--- config.mk ---
export PLATFORM = sky130hd
export DESIGN_NAME = aes_rcon_seq_flat
export DESIGN_NICKNAME = d
export VERILOG_FILES = /design/src/rtl/aes_pkg.sv /design/src/rtl/aes_rcon_seq_if.sv /design/src/rtl/aes_xtime.sv /design/src/rtl/aes_rcon_seq.sv /design/src/flat_wrapper.sv
export SDC_FILE = /design/constraint.sdc
export NUM_CORES = 1
export LEC_CHECK = 0
export ABC_AREA = 1
export CORE_ASPECT_RATIO = 1.25
export CORE_MARGIN = 4
export CORE_UTILIZATION = 49
export CTS_CLUSTER_SIZE = 10
export DETAILED_ROUTE_END_ITERATION = 7
export GPL_TIMING_DRIVEN = 0
export PLACE_DENSITY = 0.87
export SLEW_MARGIN = 10
export SYNTH_ARGS = -nofsm -noshare
export SYNTH_HDL_FRONTEND = slang
export SYNTH_SLANG_ARGS = --single-unit
--- constraint.sdc ---
create_clock -name clk -period 1.9 [get_ports clk]
set_clock_uncertainty 0.05 [all_clocks]
set_input_delay 0.285 -clock clk [delete_from_list [all_inputs] [get_ports clk]]
set_output_delay 0.285 -clock clk [all_outputs]
set_load 0.03 [all_outputs]
--- src/rtl/aes_pkg.sv ---
// Shared AES definitions: key-size and key-schedule operation encodings,
// per-mode word counts and the GF(2^8) reduction constant.
package aes_pkg;

    // Key size selector as presented by the key-load controller
    typedef enum logic [1:0] {
        KM_128  = 2'd0,
        KM_192  = 2'd1,
        KM_256  = 2'd2,
        KM_RSVD = 2'd3
    } key_mode_t;

    // Operation the key-expansion datapath applies to the previous word
    typedef enum logic [1:0] {
        OP_XOR          = 2'd0,
        OP_ROT_SUB_RCON = 2'd1,
        OP_SUB_ONLY     = 2'd2,
        OP_RSVD         = 2'd3
    } op_t;

    // Key length in 32-bit words
    localparam logic [3:0] NK_128 = 4'd4;
    localparam logic [3:0] NK_192 = 4'd6;
    localparam logic [3:0] NK_256 = 4'd8;

    // Index of the final expanded-key word, 4*(Nr+1)-1
    localparam logic [5:0] LAST_IDX_128 = 6'd43;
    localparam logic [5:0] LAST_IDX_192 = 6'd51;
    localparam logic [5:0] LAST_IDX_256 = 6'd59;

    // x^8 reduction for GF(2^8) doubling, and the first round constant
    localparam logic [7:0] RCON_POLY = 8'h1B;
    localparam logic [7:0] RCON_INIT = 8'h01;

    function automatic logic [3:0] nk_of(input key_mode_t m);
        case (m)
            KM_192:  nk_of = NK_192;
            KM_256:  nk_of = NK_256;
            default: nk_of = NK_128;
        endcase
    endfunction

    function automatic logic [5:0] last_idx_of(input key_mode_t m);
        case (m)
            KM_192:  last_idx_of = LAST_IDX_192;
            KM_256:  last_idx_of = LAST_IDX_256;
            default: last_idx_of = LAST_IDX_128;
        endcase
    endfunction

endpackage

--- src/rtl/aes_rcon_seq_if.sv ---
// Word-descriptor stream from the key-schedule sequencer to the
// key-expansion datapath (valid/ready handshake).
interface aes_rcon_seq_if #(
    parameter int IDX_W = 6
) ();
    logic             out_valid;
    logic             out_ready;
    logic [IDX_W-1:0] word_idx;
    logic [1:0]       op;
    logic [31:0]      rcon;
    logic             last;

    // Sequencer side: produces descriptors, observes ready
    modport master (
        output out_valid,
        output word_idx,
        output op,
        output rcon,
        output last,
        input  out_ready
    );

    // Datapath side: consumes descriptors, drives ready
    modport slave (
        input  out_valid,
        input  word_idx,
        input  op,
        input  rcon,
        input  last,
        output out_ready
    );
endinterface

--- src/rtl/aes_xtime.sv ---
// Combinational GF(2^8) doubling (xtime) with the AES reduction polynomial.
// Shared between the round-constant generator and MixColumns.
module aes_xtime
    import aes_pkg::*;
(
    input  logic [7:0] a,
    output logic [7:0] y
);

    assign y = {a[6:0], 1'b0} ^ (a[7] ? RCON_POLY : 8'h00);

endmodule

--- src/rtl/aes_rcon_seq.sv ---
// AES key-schedule sequencer. One start pulse walks the expanded-key word
// index from Nk to the last word, emitting per word the operation class and
// the round constant. The constant is produced by repeated GF(2^8) doubling
// and i mod Nk comes from a wrapping phase counter, so no table or divider
// is needed. All descriptor outputs are registered.
module aes_rcon_seq
    import aes_pkg::*;
#(
    parameter bit RCON_MSB = 1'b1,
    parameter int IDX_W    = 6
) (
    input  logic                  clk,
    input  logic                  rst,
    input  logic                  start,
    input  logic [1:0]            key_mode,
    output logic                  busy,
    output logic                  err,
    aes_rcon_seq_if.master        desc
);

    typedef enum logic {
        S_IDLE = 1'b0,
        S_RUN  = 1'b1
    } state_t;

    state_t           state_q, state_n;
    key_mode_t        mode_q, mode_n;
    logic [IDX_W-1:0] idx_q, idx_n;
    logic [2:0]       phase_q, phase_n;
    logic [7:0]       rbyte_q, rbyte_n;
    logic [7:0]       rbyte_dbl;
    logic             valid_q, valid_n;
    logic             busy_q, busy_n;
    logic             last_q, last_n;
    logic             err_q, err_n;
    op_t              op_q, op_n;
    logic [31:0]      rcon_q, rcon_n;

    key_mode_t        mode_in;
    logic [3:0]       nk_cur;
    logic [IDX_W-1:0] last_cur;
    logic             phase_wrap;
    logic             handshake;

    // Operation class from the position of the word inside its Nk-word group
    function automatic op_t classify(input logic [2:0] ph, input logic [3:0] nk);
        if (ph == 3'd0)
            classify = OP_ROT_SUB_RCON;
        else if (nk == NK_256 && ph == 3'd4)
            classify = OP_SUB_ONLY;
        else
            classify = OP_XOR;
    endfunction

    // Round-constant byte positioned inside the 32-bit word
    function automatic logic [31:0] place_rcon(input logic [7:0] b);
        if (RCON_MSB)
            place_rcon = {b, 24'h000000};
        else
            place_rcon = {24'h000000, b};
    endfunction

    aes_xtime u_xtime (
        .a (rbyte_q),
        .y (rbyte_dbl)
    );

    assign mode_in    = key_mode_t'(key_mode);
    assign nk_cur     = nk_of(mode_q);
    assign last_cur   = IDX_W'(last_idx_of(mode_q));
    assign phase_wrap = (phase_q == 3'(nk_cur - 4'd1));
    assign handshake  = valid_q & desc.out_ready;

    // Next-state and next-descriptor computation for the two-state sequencer
    always_comb begin
        state_n = state_q;
        mode_n  = mode_q;
        idx_n   = idx_q;
        phase_n = phase_q;
        rbyte_n = rbyte_q;
        valid_n = valid_q;
        busy_n  = busy_q;
        last_n  = last_q;
        op_n    = op_q;
        rcon_n  = rcon_q;
        err_n   = 1'b0;

        case (state_q)
            S_IDLE: begin
                if (start) begin
                    if (mode_in == KM_RSVD) begin
                        err_n = 1'b1;
                    end else begin
                        // First word of every schedule is i = Nk, a rotate word
                        state_n = S_RUN;
                        mode_n  = mode_in;
                        idx_n   = IDX_W'(nk_of(mode_in));
                        phase_n = 3'd0;
                        rbyte_n = RCON_INIT;
                        valid_n = 1'b1;
                        busy_n  = 1'b1;
                        last_n  = 1'b0;
                        op_n    = OP_ROT_SUB_RCON;
                        rcon_n  = place_rcon(RCON_INIT);
                    end
                end
            end

            S_RUN: begin
                if (handshake) begin
                    if (last_q) begin
                        state_n = S_IDLE;
                        idx_n   = '0;
                        phase_n = 3'd0;
                        rbyte_n = RCON_INIT;
                        valid_n = 1'b0;
                        busy_n  = 1'b0;
                        last_n  = 1'b0;
                        op_n    = OP_XOR;
                        rcon_n  = 32'h0;
                    end else begin
                        idx_n   = idx_q + 1'b1;
                        phase_n = phase_wrap ? 3'd0 : phase_q + 3'd1;
                        // The constant is consumed only by rotate words
                        if (op_q == OP_ROT_SUB_RCON)
                            rbyte_n = rbyte_dbl;
                        op_n   = classify(phase_n, nk_cur);
                        rcon_n = (op_n == OP_ROT_SUB_RCON) ? place_rcon(rbyte_n) : 32'h0;
                        last_n = (idx_n == last_cur);
                    end
                end
            end

            default: begin
                state_n = S_IDLE;
            end
        endcase
    end

    // State, counters and registered outputs; reset discards any schedule
    always_ff @(posedge clk) begin
        if (rst) begin
            state_q <= S_IDLE;
            mode_q  <= KM_128;
            idx_q   <= '0;
            phase_q <= 3'd0;
            rbyte_q <= RCON_INIT;
            valid_q <= 1'b0;
            busy_q  <= 1'b0;
            last_q  <= 1'b0;
            err_q   <= 1'b0;
            op_q    <= OP_XOR;
            rcon_q  <= 32'h0;
        end else begin
            state_q <= state_n;
            mode_q  <= mode_n;
            idx_q   <= idx_n;
            phase_q <= phase_n;
            rbyte_q <= rbyte_n;
            valid_q <= valid_n;
            busy_q  <= busy_n;
            last_q  <= last_n;
            err_q   <= err_n;
            op_q    <= op_n;
            rcon_q  <= rcon_n;
        end
    end

    assign desc.out_valid = valid_q;
    assign desc.word_idx  = idx_q;
    assign desc.op        = op_q;
    assign desc.rcon      = rcon_q;
    assign desc.last      = last_q;
    assign busy           = busy_q;
    assign err            = err_q;

endmodule

--- src/flat_wrapper.sv ---
// flat-port wrapper written by rule: the top's interface ports become plain ports
module aes_rcon_seq_flat import aes_pkg::*;
#(
    parameter bit RCON_MSB = 1'b1,
    parameter int IDX_W    = 6
)
  (clk, rst, start, key_mode, busy, err, desc_out_valid, desc_word_idx, desc_op, desc_rcon, desc_last, desc_out_ready);
  aes_rcon_seq_if #(.IDX_W(IDX_W)) desc_i ();
  input  logic clk;
  input  logic rst;
  input  logic start;
  input  logic [1:0] key_mode;
  output logic busy;
  output logic err;
  output wire logic [$bits(desc_i.out_valid)-1:0] desc_out_valid;
  output wire logic [$bits(desc_i.word_idx)-1:0] desc_word_idx;
  output wire logic [$bits(desc_i.op)-1:0] desc_op;
  output wire logic [$bits(desc_i.rcon)-1:0] desc_rcon;
  output wire logic [$bits(desc_i.last)-1:0] desc_last;
  input wire logic [$bits(desc_i.out_ready)-1:0] desc_out_ready;
  assign desc_out_valid = desc_i.out_valid;
  assign desc_word_idx = desc_i.word_idx;
  assign desc_op = desc_i.op;
  assign desc_rcon = desc_i.rcon;
  assign desc_last = desc_i.last;
  assign desc_i.out_ready = desc_out_ready;
  aes_rcon_seq #(.RCON_MSB(RCON_MSB), .IDX_W(IDX_W)) u_core (.clk(clk), .rst(rst), .start(start), .key_mode(key_mode), .busy(busy), .err(err), .desc(desc_i));
endmodule
After elaboration in Yosys (flattened, before gate mapping)
Cells that the tools add are included.

Bits in latches: 0. Bits in registers: 57. Output and inout port bits: 44. Logic and storage cells: 92. Memory bits (writable): 0. Input bits: 6. Memory bits (read-only): 0. Memories kept: 0.

Muxes and demuxes: 53. Multipliers: 0. $add $sub $neg: 3. Shift operators: 0. Divide/modulo/power cells: 0. Bitwise logic cells: 5. Reduce and logical (&&, ||, !) cells: 6. Magnitude comparators: 0. Eq/ne operators: 15.

Operators with widths (number): 32-bit two-way mux (5); 32-bit case mux with 2 select lines (1); 8-bit two-way mux (5); 6-bit two-way mux (4); 2-bit two-way mux (9); 4-bit case mux with 2 select lines (2); 8-bit case mux with 2 select lines (1); 3-bit two-way mux (5); 1-bit two-way mux (13); 6-bit case mux with 2 select lines (1); 5-bit case mux with 2 select lines (1); 2-bit by 1-bit == test with 1-bit output (second input constant) (4); 2-bit != test (second input constant) (4); 8-bit XOR (1); 6-bit by 1-bit adder with 6-bit output (second input constant) (1); 2-bit == test (second input constant) (3); 6-bit == test (1); 1-bit case mux with 2 select lines (3); 3-bit case mux with 2 select lines (1); 3-bit AND reduction (2); 5-bit two-way mux (1); 4-bit == test (second input constant) (1); 2-bit case mux with 2 select lines (1); 4-bit AND reduction (1); other kinds (9) (11).

Depth between registers and ports, before layout
Gate-level depths: netlist (run 1).

Depth after elaboration: 17. Mapped depth: 11. Depth with buffers taken out: 11.

By module
Synthesis (run 1) repeated with hierarchy kept, for this count alone.

Cells, all modules: 275. Area, all modules: 1978.1 µm².

Modules (own cells, without submodules): aes_rcon_seq (area an instance 1891.8 µm², times used 1, cells an instance 257, sequential area each 660.6 µm²); aes_xtime (area an instance 86.3 µm², times used 1, cells an instance 18, sequential area each 0.0 µm²).

Worst setup path after synthesis (run 1)
OpenSTA, ideal clock, no wires.

Path kind: reg-to-reg. Start: register u_core.mode_q[0]. End: register u_core.rcon_q[25], in the netlist u_core.desc.rcon[25]. Path slack: 0.300 ns. Data arrival time: 1.482 ns. Buffers on the path: 0. Clock period less this slack: 1.600 ns. Setup time: 0.068 ns. Cell stages (with the launch flop): 12. Data required time: 1.782 ns. Path through: dfxtp_1 -> inv_1 -> ha_1 -> nand2_1 -> nand2_1 -> nor2_1 -> nand2_1 -> nand2_1 -> inv_1 -> nor2_4 -> nand2_1 -> a21oi_2.

Word-level cells in the longest chain between the ends: 17. Elaborated cells between the ends (all ways): 20. Those cells by class: 1 x add/sub; 6 x eq/ne; 11 x mux; 2 x reduce/logical.

RTL lines: from (decl) (line aes_rcon_seq.sv:27) `key_mode_t mode_q, mode_n;`; from (signal assigned) (line aes_rcon_seq.sv:156) `mode_q <= mode_n;`; 2-bit == test or 2-bit by 1-bit == test with 1-bit output (tied branches) (line aes_pkg.sv:36) `case (m)`; 4-bit case mux with 2 select lines * (line aes_pkg.sv:36); 3-bit by 1-bit subtractor with 3-bit output (line aes_rcon_seq.sv:71) `assign phase_wrap = (phase_q == 3'(nk_cur - 4'd1));`; 3-bit == test (line aes_rcon_seq.sv:71); 3-bit two-way mux (line aes_rcon_seq.sv:123) `phase_n = phase_wrap ? 3'd0 : phase_q + 3'd1;`; 3-bit == test (line aes_rcon_seq.sv:49) `else if (nk == NK_256 && ph == 3'd4)`; 1-bit logical AND (line aes_rcon_seq.sv:49); 2-bit two-way mux (line aes_rcon_seq.sv:49); 2-bit two-way mux * (line aes_rcon_seq.sv:47) `if (ph == 3'd0)`; 2-bit two-way mux * (line aes_rcon_seq.sv:111) `if (last_q) begin`; 2-bit two-way mux * (line aes_rcon_seq.sv:110) `if (handshake) begin`; 2-bit two-way mux * (line aes_rcon_seq.sv:88) `case (state_q)`; 2-bit by 1-bit == test with 1-bit output * (line aes_rcon_seq.sv:128) `rcon_n = (op_n == OP_ROT_SUB_RCON) ? place_rcon(rbyte_n) : 32'h0;`; 32-bit two-way mux * (line aes_rcon_seq.sv:128); 32-bit two-way mux * (line aes_rcon_seq.sv:111); 32-bit two-way mux * (line aes_rcon_seq.sv:110); 32-bit case mux with 2 select lines * (line aes_rcon_seq.sv:88); to (signal assigned) (line aes_rcon_seq.sv:165) `rcon_q <= rcon_n;`; to (decl) (line aes_rcon_seq.sv:37) `logic [31:0] rcon_q, rcon_n;`.

Mark *: on every way between the ends. The rest lies on a longest branch, timed or not. The select of a mux whose other input is x is not followed. A chain may end at the register's enable or synchronous reset.

Worst setup path in the final report (run 1)
Start: register u_core.idx_q[0], in the netlist u_core.desc.word_idx[0]. End: output port desc_word_idx[0].

RTL lines: from (decl) (line aes_rcon_seq.sv:28) `logic [IDX_W-1:0] idx_q, idx_n;`; from (signal assigned) (line aes_rcon_seq.sv:157) `idx_q <= idx_n;`; to (decl) (line flat_wrapper.sv:16) `output wire logic [$bits(desc_i.word_idx)-1:0] desc_word_idx;`.

No word-level cell between the ends.

==> metrics.md, run 1 <==
| Metric | Value |
|---|---|
| Htree depth | `2` |
| Synth-to-Final Area Change | `26.3%` |
| Clock latency on the worst-skew pair | `0.28 ns` |
| Dpl hpwl | `3050 µm` |
| Via count | `approximately 1,800` |
| Max-cap viol count | `0` |
| Total CTS buffers | `5` |
| ANT cells | `0` |
| CP startpoint | `u_core.desc.word_idx[0]` |
| Die height | `77.9 µm` |
| Final Instance Area | `0.00242 mm²` |
| Pwr dens | `roughly 680 mW/mm²` |
| First-pass GRT wire length | `6570 µm` |
| FF-to-FF End | `u_core.desc.op[0]` |
| Tightest Hold Check Type | `reg2reg` |
| Routed WL per cell | `11.0 µm` |
| Synth Area per Inst | `7.14 µm²` |
| Crit path capture type | `output pin` |
| Die width | `approximately 64 µm` |
| Post-Route WL | `between 4000 and 5000 µm` |
| Final ANT Viol Nets | `0` |
| Final #Nets | `about 340` |
| CTS root buf | `clkbuf_8` |
| Buf/Inv on CP | `1` |
| Critical Path AT | `between 1 and 1.5 ns` |
| Min Tclk post-route | `1.78 ns` |
| FF+latch count, synth | `33` |
| Fin crit share | `0.937` |
| Drt drc | `0` |
| Critical path's largest stage delay | `0.72 ns` |
| Share of the synthesized area in the top cell type | `0.345` |
| Crit-path leading delay family | `buffers and inverters` |
| DR vias/cell | `4.69` |
| Clock transition at path regs | `around 0.06 ns` |
| Layout fillers | `324` |
| CP Cell Sequence | `clkdlybuf4s50_1` |
| FMAX | `0.562 GHz` |
| Synth cell types | `28` |
| Initial antenna violation count | `0` |
| Fin. Hold Viols | `0` |
| Max VDD drop | `0.525 mV` |
| DR pass1 iterations | `5` |
| Crit path max-delay cell type | `clkdlybuf4s50_1` |
| Vias in the first global route | `~1,500` |
| Fraction of layout cells with a size suffix above 1 | `0.176` |
| FP Rows | `25` |
| IO Port Bufs | `25` |
| Worst slew pin tran | `0.518 ns` |
| Total Routing Usage GR | `0.166` |
| Grt ovf | `0` |
| Worst rel slew slack | `0.655` |
| Placer Congestion | `0.849` |
| Crit path max fanout | `7` |
| Required @ worst endpoint | `1.56 ns` |
| Ys Warns | `0` |
| Post-synthesis sequential area ratio | `0.345` |
| Crit path kind | `reg2out` |
| Post-CTS Setup Inserts | `0` |
| RSZ-0062 raised after global routing | `no` |
| CP endpoint | `desc_word_idx[0]` |
| Core box area | `0.00378 mm²` |
| CTS tree | `built` |
| Commonest cells after routing, fill and taps aside | `62 x nand2_1, 32 x dfxtp_1, 26 x inv_1, 26 x buf_4, 25 x clkdlybuf4s50_1` |
| Synth area leaders | `dfxtp_1 35%, nand2_1 13%, buf_4 10%, a21oi_1 6.0%, inv_1 5.1%` |
| 1st-iter DRT viols | `~110` |
| Max clock buf depth | `2` |
| Die area | `0.00498 mm²` |
| Slew Limit Fails | `0` |
| FF-to-FF setup slack | `between 0.15 and 0.2 ns` |
| Final setup violation count | `0` |
| Sink Count | `33` |
| RR Startpoint | `u_core.mode_q[0]` |
| CP Launch Type | `register` |
| Leak pwr | `0.00104 µW` |
| WP depth | `1` |
| Placed Area | `0.00232 mm²` |
| Commonest non-fill, non-tap cell in the layout | `nand2_1` |
| Tot Pwr | `1640 µW` |
| Initial Util | `0.506` |
| Synth Instances | `roughly 270` |
| I/O Pins | `50` |
| Area leader, netlist | `dfxtp_1` |
| Cell depth of the worst flop-to-flop path | `11` |
| Status | `finished, final reports clean` |
| Mapped Area | `~0.0019 mm²` |
| Largest net degree at the start of global routing | `11` |
## sequential cells by signal, summed over array words and instances (netlist names)
signal / cells
u_core.desc.out_valid: 1
u_core.state_q: 1
u_core.desc.op: 2
u_core.desc.last: 1
u_core.desc.rcon: 8
u_core.mode_q: 2
u_core.rbyte_q: 8
u_core.err: 1
u_core.phase_q: 3
u_core.desc.word_idx: 6
## stage by stage
stage / setup WS, ns / cells / util / hold WS (ns) / setup TNS [ns]
after global placement: -0.0386 / 370 / 0.613 / 0.403 / -0.345
after global routing: 0.0205 / 378 / 0.639 / 0.436 / 0
after floorplan: 0.300 / 291 / - / 0.375 / 0
after detailed placement: -0.0636 / 370 / 0.613 / 0.410 / -0.391
after CTS: 0.0212 / 378 / 0.634 / 0.419 / 0
final: 0.120 / 378 / 0.639 / 0.416 / 0
## report_power, final
part | leakage (µW) | internal [µW] | switching (µW) | total [µW]
sequential | 0.000268 | 717 | 24.7 | 742
combinational | 0.000734 | 141 | 259 | 401
clock | 0.0000395 | 260 | 243 | 503
total | 0.00104 | 1120 | 527 | 1640
## cells by family (layout without fill, tap and decap cells)
group,Yosys count,count (layout),synth area share
flops,33,33,0.345
xor+xnor,2,2,0.00915
fa+ha+maj,6,6,0.0392
buf+inv,62,95,0.178
simple gates,112,112,0.269
compound gates,52,52,0.158
other cells,1,24,0.00196
## per-layer routing
layer / vias up / wire [µm] / GRT usage
li1: 911 / - / -
met1: 801 / 1710 / 0.179
met2: 51 / 2110 / 0.298
met3: 9 / 257 / 0.0362
met4: 0 / 87 / 0.0864
met5: - / 0 / 0
## cells in the mapped netlist
master and n:
a31oi_1 1, buf_6 1, o31a_1 1, o21ai_4 1, nor2_1 21, ha_1 6, dfxtp_1 33, o21a_1 7
conb_1 1, buf_2 2, clkbuf_2 1, a21oi_2 2, inv_1 26, nand3_1 12, nand2_1 64, nand2_4 1
nor2_2 4, xor2_1 1, inv_2 3, a21oi_1 23, xnor2_1 1, o21ai_0 17, nor2_4 5, nand4_1 3
buf_4 26, clkbuf_1 3, nand3_4 1, or2_2 1
## final cells by class
type	count	area, µm²	share of cell area
Sequential cell	33	662	0.274
Clock buffer	8	80.1	0.0331
Inverter	29	109	0.0450
Timing Repair Buffer	25	250	0.104
Tap cell	54	67.6	0.0280
Buffer	33	233	0.0963
Multi-Input combinational cell	196	1020	0.420
## worst min path at each step
| stage | from | to | slack (ns) | cells after the start |
|---|---|---|---|---|
| after floorplan | start | u_core.err | 0.37 | 2 |
| after global placement | u_core.desc.rcon[29] | u_core.desc.rcon[29] | 0.40 | 2 |
| after CTS | u_core.desc.rcon[26] | u_core.desc.rcon[26] | 0.42 | 2 |
| after detailed placement | u_core.desc.rcon[29] | u_core.desc.rcon[29] | 0.41 | 2 |
| final | u_core.desc.rcon[28] | u_core.desc.rcon[28] | 0.42 | 2 |
| after global routing | u_core.desc.rcon[26] | u_core.desc.rcon[26] | 0.44 | 2 |
## timing repair
item	4_1_cts	5_1_grt
setup endpoints to repair	0	8
hold buffers	0	0
resized for setup	0	4
(Power assumes the default switching activity.)
==> run 2: changes to the inputs <==
--- a/config.mk
+++ b/config.mk
@@ -6,8 +6,8 @@
 export NUM_CORES = 1
 export LEC_CHECK = 0
 export ABC_AREA = 1
+export CAP_MARGIN = 20
 export CORE_ASPECT_RATIO = 1.25
-export CORE_MARGIN = 4
 export CORE_UTILIZATION = 49
 export CTS_CLUSTER_SIZE = 10
 export DETAILED_ROUTE_END_ITERATION = 7
@@ -16,4 +16,5 @@
 export SLEW_MARGIN = 10
 export SYNTH_ARGS = -nofsm -noshare
 export SYNTH_HDL_FRONTEND = slang
+export SYNTH_HIERARCHICAL = 1
 export SYNTH_SLANG_ARGS = --single-unit
==> run 2 against run 1 <==
Net effect:
- sequential power barely moved
- via count up 3.6%
- area after synthesis up 3.3%
- first-iteration DRC count decreased by 70%
- cell count is 1.9% higher
- combinational power is 1% lower
- global-route usage up 4.3 points
- power increased by 1.1%
- critical endpoint is now desc_out_valid
==> metrics.md, run 2 <==
| Metric | Value |
|---|---|
| Status | `finished, final reports clean` |
| Most instantiated cells after synthesis | `54 x nand2_1, 34 x inv_1, 33 x dfxtp_1` |
| Core box area | `0.00382 mm² (+0.83%)` |
| Largest net degree at the start of global routing | `12 (+1)` |
| Top_reg_cell synth | `dfxtp_1` |
| FFs w/ async S/R, synth | `0 (unchanged)` |
| Post-synthesis mux area share | `0.00506 (+0.00506)` |
| Met1 Use GR | `0.207 (+0.0277)` |
| Routed WL per cell | `10.9 µm (-1.2%)` |
| Area leader, netlist | `dfxtp_1` |
| Pwr dens | `671 mW/mm² (-1.5%)` |
| Crit path kind | `reg2out` |
| Clock transition at path regs | `0.07 ns (about the same)` |
| Initial Util | `0.518 (+0.0126)` |
| Synth area leaders | `dfxtp_1 33%, buf_4 12%, nand2_1 10%, inv_1 6.5%, a21oi_1 5.6%` |
| Slew Limit Fails | `0 (unchanged)` |
| CTS tree | `built` |
| Critical path's largest stage delay | `0.66 ns (-0.06 ns)` |
| CP Cell Sequence | `buf_4 > clkdlybuf4s50_1` |
| Critical Path AT | `1.51 ns (+0.07 ns)` |
| Combinational fraction of design power | `0.238 (-0.006)` |
| Fin. Hold Viols | `0 (unchanged)` |
| Simple-Gate Fraction of Synth Area | `0.269 (+0.000822)` |
| Final setup violation count | `0 (unchanged)` |
| Worst slew pin tran | `0.509 ns (-0.00820 ns)` |
| 1st-iter DRT viols | `34 (-70%)` |
| M2 GR Usage | `0.385 (+0.0873)` |
| FP Rows | `25 (unchanged)` |
| Tightest Hold Check Type | `reg2reg` |
| Die height | `73.0 µm (-6.2%)` |
| Max clock buf depth | `2 (unchanged)` |
| Sw Share | `0.330 (+0.00979)` |
| Synth Instances | `275 (+2.6%)` |
| Cell depth of the worst flop-to-flop path | `11 (unchanged)` |
| Fin Hold WS | `0.417 ns (+0.000458 ns)` |
| Worst rel slew slack | `0.660 (+0.00547)` |
| Sink Count | `33 (unchanged)` |
| CTS Hold Bufs | `0 (unchanged)` |
| Max VDD drop | `0.437 mV (-17%)` |
| M3 GR Usage | `0.0461 (+0.00992)` |
| Commonest non-fill, non-tap cell in the layout | `nand2_1` |
| I/O Pins | `50 (unchanged)` |
| Share of the synthesized area in the top cell type | `0.334 (-0.0111)` |
| Post-Route WL | `4190 µm (+0.67%)` |
| Leak pwr | `0.00116 µW (+11%)` |
| Sequential power share | `0.447 (-0.004)` |
| CTS root buf | `clkbuf_8` |
| Layout fillers | `368 (+14%)` |
| Die area | `0.00430 mm² (-14%)` |
| Final ANT Viol Nets | `0 (unchanged)` |
| CP Launch Type | `register` |
| Crit path capture type | `output pin` |
| DR vias/cell | `4.77 (+1.7%)` |
| First-pass GRT wire length | `6760 µm (+3.0%)` |
| FMAX | `0.543 GHz (-3.3%)` |
| Largest family of logic cells by synthesized area | `simple AND/OR/NAND/NOR gates` |
| Adder-cell share of the synthesized area | `0.0380 (-0.00127)` |
| DR pass1 iterations | `4 (-1)` |
| Mapped Area | `0.00198 mm² (+3.3%)` |
| Commonest cells after routing, fill and taps aside | `54 x nand2_1, 34 x inv_1, 32 x buf_4, 32 x dfxtp_1, 25 x clkdlybuf4s50_1` |
| Vias in the first global route | `1,631 (+5.6%)` |
| Count leader, synth | `nand2_1` |
| FF-to-FF End | `u_core/desc.rcon[24]` |
| FF-to-FF setup slack | `0.20 ns (+0.02 ns)` |
| Post-synthesis sequential area ratio | `0.334 (-0.0111)` |
| FF+latch count, synth | `33 (unchanged)` |
| Crit path max fanout | `5 (-2)` |
| Clock latency on the worst-skew pair | `0.29 ns (about the same)` |
| Dpl hpwl | `3040 µm (-0.38%)` |
| Clock Power Share | `0.314 (+0.008)` |
| Internal power | `1110 µW (-0.36%)` |
| Placer Congestion | `0.856 (+0.81%)` |
| Htree depth | `2 (unchanged)` |
| IO Port Bufs | `25 (unchanged)` |
| RR Startpoint | `u_core/mode_q[0]` |
| Crit path max-delay cell type | `clkdlybuf4s50_1` |
| Min Tclk post-route | `1.84 ns (+0.0616 ns)` |
| Fin crit share | `0.969 (+0.0324)` |
| CP startpoint | `u_core/busy` |
| Via count | `1,835 (+3.6%)` |
| XOR/XNOR share of the synthesized area | `0.0133 (+0.00413)` |
| RSZ-0062 raised after global routing | `no` |
| Synth-to-Final Area Change | `25.4%` |
| CP endpoint | `desc_out_valid` |
| Post-synth EDFFs | `0 (unchanged)` |
| Ys Warns | `6 (+6)` |
| ANT cells | `0 (unchanged)` |
| Total CTS buffers | `5 (unchanged)` |
| Final #Nets | `342 (+2.1%)` |
| Most Crowded Layer GR | `met2` |
| Initial antenna violation count | `0 (unchanged)` |
| Synth Area per Inst | `7.19 µm² (+0.70%)` |
| Die width | `58.8 µm (-7.9%)` |
| Drt drc | `0 (unchanged)` |
| Grt ovf | `0 (unchanged)` |
| Setup TNS | `0 ns (unchanged)` |
| Max-cap viol count | `0 (unchanged)` |
| Fraction of layout cells with a size suffix above 1 | `0.190 (+0.0144)` |
| Synth Area in Compound Gates | `0.125 (-0.0329)` |
| Required @ worst endpoint | `1.56 ns (about the same)` |
| Psw | `549 µW (+4.2%)` |
| Synth cell types | `34 (+21%)` |
| Total Routing Usage GR | `0.209 (+0.0433)` |
==> run 2: changes by cell type in the layout (fill, tap and decap cells not counted), moves of 3 or more <==
cell | previous run | this run
nand2_1 | 62 | 54
nor2_4 | 5 | 2
clkbuf_1 | 6 | 3
nand4_1 | 3 | 9
inv_1 | 26 | 34
buf_4 | 26 | 32
o21a_1 | 7 | 2
nand3_1 | 12 | 8
==> run 2: cells by family after synthesis <==
group           Yosys count
simple gates            109
buf+inv                  76
other cells               1
mux                       1
fa+ha+maj                 6
xor+xnor                  3
compound gates           46
flops                    33
==> run 2: worst max-delay path, delay by kind of cell, from the launching register on <==
family | cells | cell delay [ns]
flip-flops | 1 | 0.42
buffers and inverters | 2 | 0.80
==> run 2: metal layers <==
| metal | routed length (µm) | vias up |
|---|---|---|
| met5 | 0 | - |
| li1 | - | 933 |
| met2 | 2090 | 66 |
| met1 | 1710 | 820 |
| met4 | 169 | 0 |
| met3 | 223 | 16 |
==> run 2: how the worst min path moves through the flow <==
stage	start	endpoint	slack (ns)	depth (start not counted)
floorplan	key_mode[1]	u_core/mode_q[1]	0.38	2
global placement	u_core/desc.rcon[25]	u_core/desc.rcon[25]	0.40	2
detailed placement	u_core/desc.rcon[25]	u_core/desc.rcon[25]	0.41	2
CTS	u_core/desc.rcon[25]	u_core/desc.rcon[25]	0.42	2
global route	u_core/desc.rcon[25]	u_core/desc.rcon[25]	0.43	2
finish	u_core/desc.rcon[25]	u_core/desc.rcon[25]	0.42	2
==> run 2: cell type report <==
type / count / area (µm²) / share of cell area
Multi-Input combinational cell: 189 / 991 / 0.400
Sequential cell: 33 / 662 / 0.267
Buffer: 38 / 273 / 0.110
Clock buffer: 5 / 68.8 / 0.0277
Inverter: 38 / 150 / 0.0605
Clock inverter: 3 / 17.5 / 0.00706
Tap cell: 54 / 67.6 / 0.0272
Timing Repair Buffer: 25 / 250 / 0.101
==> run 2: stage by stage <==
| stage | total power [µW] | setup slack (ns) | util | instances | instance area [µm²] |
|---|---|---|---|---|---|
| 6_report | 1660 | 0.0588 | 0.650 | 385 | 2480 |
| 2_1_floorplan | 1060 | 0.293 | - | 298 | 2060 |
| 5_1_grt | 1740 | 0.0213 | 0.650 | 385 | 2480 |
| 3_3_place_gp | 1140 | 0.00814 | 0.624 | 377 | 2380 |
| 3_5_place_dp | 1150 | 0.00693 | 0.624 | 377 | 2380 |
| 4_1_cts | 1670 | 0.0557 | 0.647 | 385 | 2470 |
==> run 2: power groups by stage <==
| stage | Clock [µW] | Combinational, µW | Sequential [µW] |
|---|---|---|---|
| 6_report | 523 | 396 | 744 |
| 5_1_grt | 564 | 429 | 746 |
| 4_1_cts | 534 | 392 | 743 |
| 3_5_place_dp | 0 | 390 | 758 |
| 3_3_place_gp | 0 | 385 | 758 |
| 2_1_floorplan | 0 | 270 | 786 |
==> run 2: what timing repair did <==
| item | in CTS | in global routing |
|---|---|---|
| resized for setup | 0 | 3 |
| setup buffers | 0 | 0 |
| endpoints found under the setup margin | 0 | 2 |
==> run 3: changes to the inputs <==
--- a/config.mk
+++ b/config.mk
@@ -6,7 +6,7 @@
 export NUM_CORES = 1
 export LEC_CHECK = 0
 export ABC_AREA = 1
-export CAP_MARGIN = 20
+export CAP_MARGIN = 15
 export CORE_ASPECT_RATIO = 1.25
 export CORE_UTILIZATION = 49
 export CTS_CLUSTER_SIZE = 10
==> results of run 3 <==
Same layout as run 2: the final DEF is identical, and so are final timing and power.
